## src/rtl/regs.sv

```systemverilog
// pMIPS general-purpose register file: 32 x n bits, one write port,
// two combinational read ports, register 0 hard-wired to zero.
module regs #(
    parameter int n = 8
) (
    input  logic         clk,
    input  logic         n_reset,
    input  logic         w,
    input  logic [n-1:0] Wdata,
    input  logic [4:0]   rs,
    input  logic [4:0]   rd,
    output logic [n-1:0] rs_data,
    output logic [n-1:0] rd_data
);

    logic [n-1:0] mem [32];

    always_ff @(posedge clk) begin
        if (!n_reset) begin
            for (int i = 0; i < 32; i++) begin
                mem[i] <= '0;
            end
        end else if (w && (rd != 5'd0)) begin
            mem[rd] <= Wdata;
        end
    end

    // Address 0 is masked on read so it reads zero even before first reset.
    always_comb begin
        rs_data = '0;
        rd_data = '0;
        if (rs != 5'd0) begin
            rs_data = mem[rs];
        end
        if (rd != 5'd0) begin
            rd_data = mem[rd];
        end
    end

endmodule

```

## config.mk

```make
export PLATFORM = sky130hd
export DESIGN_NAME = regs
export DESIGN_NICKNAME = d
export VERILOG_FILES = /design/src/rtl/regs.sv
export SDC_FILE = /design/constraint.sdc
export NUM_CORES = 1
export LEC_CHECK = 0
export ABC_CLOCK_PERIOD_IN_PS = 2900
export CORE_MARGIN = 3
export CORE_UTILIZATION = 50
export DETAILED_ROUTE_END_ITERATION = 8
export GPL_TIMING_DRIVEN = 0
export HOLD_SLACK_MARGIN = 0.03
export PLACE_DENSITY = 0.67
export RECOVER_POWER = 25
export SLEW_MARGIN = 10
export SYNTH_ARGS = -nofsm -noshare
export SYNTH_HDL_FRONTEND = slang
export SYNTH_SLANG_ARGS = --single-unit
```

## constraint.sdc

```tcl
create_clock -name clk -period 2.9 [get_ports clk]
set_input_delay 0.58 -clock clk [delete_from_list [all_inputs] [get_ports clk]]
set_output_delay 0.58 -clock clk [all_outputs]
set_load 0.05 [all_outputs]
```

==> flow_metrics.env <==
export IMPL_tritoncts_num_buffers=28
export IMPL_first_pass_iters=5
export IMPL_timing_critical_path_slowest_cell_delay_ns=0.74
export IMPL_largest_register_ff_count=256
export IMPL_wire_length_of_the_first_global_routing_pass_mm=70.66
export IMPL_layout_drive_gt1_share_pct=32.10
export IMPL_yosysWarnings=0
export IMPL_floorplan_initialDensity_pct=51.54
export IMPL_dp_final_hpwl_mm=35.20
export IMPL_layout_area_seq_mm2=0.007687
export IMPL_leakage_power_nw=5.830
export IMPL_post_synth_cell_area_avg_um2=14.40
export IMPL_synth_compound_area_share_pct=6.717
export IMPL_crit_chain="dlygate4sd3_1, nand4b_1, clkbuf_1, o21ai_1, buf_4"
export IMPL_via_count=9953
export IMPL_yosys_register_bits=256
export IMPL_ir_worst_vdd_v=0.0004973
export IMPL_design_core_area_mm2=0.02725
export IMPL_grt_ovfl_total=0
export IMPL_grt_busiest_layer="met2"
export IMPL_worst_hold_slack_ns=0.8411
export IMPL_synth_cell_type_count=53
export IMPL_xor_xnor_cell_area_share_of_the_yosys_netlist_pct=0
export IMPL_htree_num_levels=1
export IMPL_detail_route_drc_violations=0
export IMPL_slew_limit_headroom_pct=29.56
export IMPL_grt_max_degree=15
export IMPL_placement_io_buffers=28
export IMPL_timing_final_setup_violations=90
export IMPL_synth_top_area_cell="sky130_fd_sc_hd__edfxtp_1"
export IMPL_holdCritPathClass="input port to flip-flop"
export IMPL_asyncSetResetFlopFracSynth_pct=0
export IMPL_vias_in_the_first_global_route=9762
export IMPL_yosys_mux_area_fraction_pct=20.78
export IMPL_min_period_over_period_pct=107.4
export IMPL_n_fill_cell=2053
export IMPL_antenna_violating_nets_post_route=0
export IMPL_groute_layer_met1_usage_pct=46.69
export IMPL_hold_depth=2
export IMPL_stdcell_count=1481
export IMPL_synthDominantCellAreaShare_pct=54.73
export IMPL_maxSlewViolCount=0
export IMPL_slowest_stage="sky130_fd_sc_hd__dlygate4sd3_1"
export IMPL_registers_top_by_ff_count="mem"
export IMPL_run_status="finished with violations"
export IMPL_post_route_worst_setup_slack_ns=-0.2134
export IMPL_die_y_um=173.6
export IMPL_overall_routing_resource_usage_pct=32.98
export IMPL_worstSetupStartpointType="input port"
export IMPL_endpoint_kind="flip-flop"
export IMPL_tightestPinTransition_ns=1.057
export IMPL_initial_antenna_violation_count=1
export IMPL_dpl_cell_count=1389
export IMPL_period_needed_ns=3.113
export IMPL_critical_path_class="input port to flip-flop"
export IMPL_violations="negative setup slack"
export IMPL_fp_dieArea_mm2=0.03014
export IMPL_multi_input_area_mm2=0.006533
export IMPL_synth_edf_count=256
export IMPL_crit_fanout=10
export IMPL_flow_area_growth_from_synthesis_pct=21.79
export IMPL_drv_max_cap_violation_count=0
export IMPL_crit_required_ns=3.18
export IMPL_global_route_usage_met2_pct=50.16
export IMPL_drt_first_iter_violations=1492
export IMPL_avgRoutedWirePerCell_um=33.72
export IMPL_cp_arrival_ns=3.39
export IMPL_power_density_mw_per_mm2=558.2
export IMPL_netlist_area_mm2=0.01404
export IMPL_synth_adder_area_share_pct=0
export IMPL_synth_simple_area_share_pct=14.16
export IMPL_finalSetupTns_ns=-5.424
export IMPL_tritoncts="yes"
export IMPL_dieWidth_um=173.6
export IMPL_clk_pin_slew_ns=0.07
export IMPL_rows=60
export IMPL_netlist_top_cells_area="sky130_fd_sc_hd__edfxtp_1 (55%), sky130_fd_sc_hd__mux4_2 (13%), sky130_fd_sc_hd__and2_1 (11%), sky130_fd_sc_hd__mux2i_1 (3.9%), sky130_fd_sc_hd__mux4_1 (2.2%)"
export IMPL_fin_nets=1105
export IMPL_place_worst_setup_slack_ns=-1.438
export IMPL_hold_buffers=0
export IMPL_clock_tree_root_cell="sky130_fd_sc_hd__clkbuf_16"
export IMPL_synth_yosys_seq_area_share_pct=54.73
export IMPL_timing_final_hold_violations=0
export IMPL_met3_usage_pct=8.125
export IMPL_grt_setup_unrepaired="true"
export IMPL_max_clock_path_buffers=3
export IMPL_pin_count=37
export IMPL_global_placer_s_final_weighted_congestion=0.9967
export IMPL_detail_route_vias_per_cell=6.720
export IMPL_layout_top_registers="mem: 256 flops"
export IMPL_netlist_instances=975
export IMPL_clock_sink_count=256
export IMPL_yosys_most_used_dff="sky130_fd_sc_hd__edfxtp_1"
export IMPL_dominant_combinational_cell_family_by_area_after_synthesis="multiplexers"
export IMPL_totalWireLength_mm=49.94
export IMPL_fmax_ghz=0.3212
layer usage:
layer	vias to the layer above	share of wire [%]	routed length [um]
met5	-	0	0
met4	0	4.5	2226
li1	4004	-	-
met1	5020	39	19290
met2	786	44	21960
met3	143	13	6457
power breakdown:
group | internal [mW] | switching (mW) | total, mW
logic | 0.648 | 0.956 | 1.60
clock network | 2.00 | 1.55 | 3.54
registers | 4.28 | 0.123 | 4.40
cells in the mapped netlist, types with 2 or more instances:
cell type,instances
sky130_fd_sc_hd__a2111oi_1,2
sky130_fd_sc_hd__mux2i_1,55
sky130_fd_sc_hd__mux4_2,82
sky130_fd_sc_hd__mux2_2,5
sky130_fd_sc_hd__or3_1,3
sky130_fd_sc_hd__nor2b_1,6
sky130_fd_sc_hd__o221ai_1,8
sky130_fd_sc_hd__a22o_1,12
sky130_fd_sc_hd__buf_1,2
sky130_fd_sc_hd__and2_1,252
sky130_fd_sc_hd__nor2_2,3
sky130_fd_sc_hd__mux4_1,12
sky130_fd_sc_hd__or2_2,2
sky130_fd_sc_hd__a22oi_1,16
sky130_fd_sc_hd__buf_2,15
sky130_fd_sc_hd__clkbuf_1,43
sky130_fd_sc_hd__a21oi_1,11
sky130_fd_sc_hd__buf_4,8
sky130_fd_sc_hd__a31oi_1,5
sky130_fd_sc_hd__a2111oi_2,6
sky130_fd_sc_hd__a221oi_1,3
sky130_fd_sc_hd__o21ai_0,36
sky130_fd_sc_hd__o22ai_1,15
sky130_fd_sc_hd__edfxtp_1,256
sky130_fd_sc_hd__nand3_1,4
sky130_fd_sc_hd__nand2_1,15
sky130_fd_sc_hd__nor3_1,6
sky130_fd_sc_hd__buf_6,12
sky130_fd_sc_hd__a211oi_1,12
sky130_fd_sc_hd__mux4_4,6
sky130_fd_sc_hd__nand3b_1,3
sky130_fd_sc_hd__nor2_1,38
layout make-up:
class,instances,share of cell area [%]
tap,372,2.721
timing repair buffer,74,4.513
clock buffer,33,4.330
buffer,83,4.352
antenna,3,0.04389
inverter,1,0.02194
multi-input combinational,640,38.19
sequential,256,44.94
clock inverter,19,0.8851
per-stage QoR:
step	cell area (um2)	total power, mW	util (%)
floorplan	14210	5.252	-
global placement	14960	5.773	54.89
detailed placement	15010	5.795	55.09
CTS	16900	9.439	62.02
global route	17100	9.711	62.74
finish	17110	9.548	62.77
layout by cell type, fill, tap and decap left out, types with 9 or more instances in the layout:
cell type and count:
sky130_fd_sc_hd__clkbuf_16 29, sky130_fd_sc_hd__buf_4 45, sky130_fd_sc_hd__and2_1 175, sky130_fd_sc_hd__and2_0 76
sky130_fd_sc_hd__o22ai_1 10, sky130_fd_sc_hd__clkbuf_1 35, sky130_fd_sc_hd__buf_12 17, sky130_fd_sc_hd__a22oi_1 9
sky130_fd_sc_hd__mux2i_1 46, sky130_fd_sc_hd__o21ai_1 13, sky130_fd_sc_hd__a22o_1 11, sky130_fd_sc_hd__o21ai_2 21
sky130_fd_sc_hd__clkdlybuf4s50_1 9, sky130_fd_sc_hd__nand2_1 13, sky130_fd_sc_hd__edfxtp_1 256, sky130_fd_sc_hd__nor2_1 36
sky130_fd_sc_hd__mux4_2 89, sky130_fd_sc_hd__buf_6 26
worst max-delay path, delay by kind of cell:
kind                   cells  cell delay, ns
and+or+nand+nor            1            0.56
buffers and inverters      3            1.58
AOI/OAI and AO/OA          1            0.66
cells by family (layout without fill, tap and decap cells):
kind of cell | after synthesis | in the layout
AO/OA/AOI/OAI | 133 | 133
multiplexers | 160 | 160
buffers and inverters | 86 | 210
AND/OR/NAND/NOR | 339 | 339
other | 1 | 11
flip-flops | 256 | 256
repair_timing:
item	4_1_cts	5_1_grt
setup endpoints to repair	72	143
pin swaps	27	11
cloned	5	0
buffers inserted	30	4
resized for setup	258	61
hold endpoints to repair	0	0
path summary, 6_finish.rpt:
check / startpoint / endpoint
setup / recovery: n_reset / mem[14][6]
hold / removal: Wdata[5] / mem[26][5]
No activity file was read; power rests on OpenSTA's default activity.
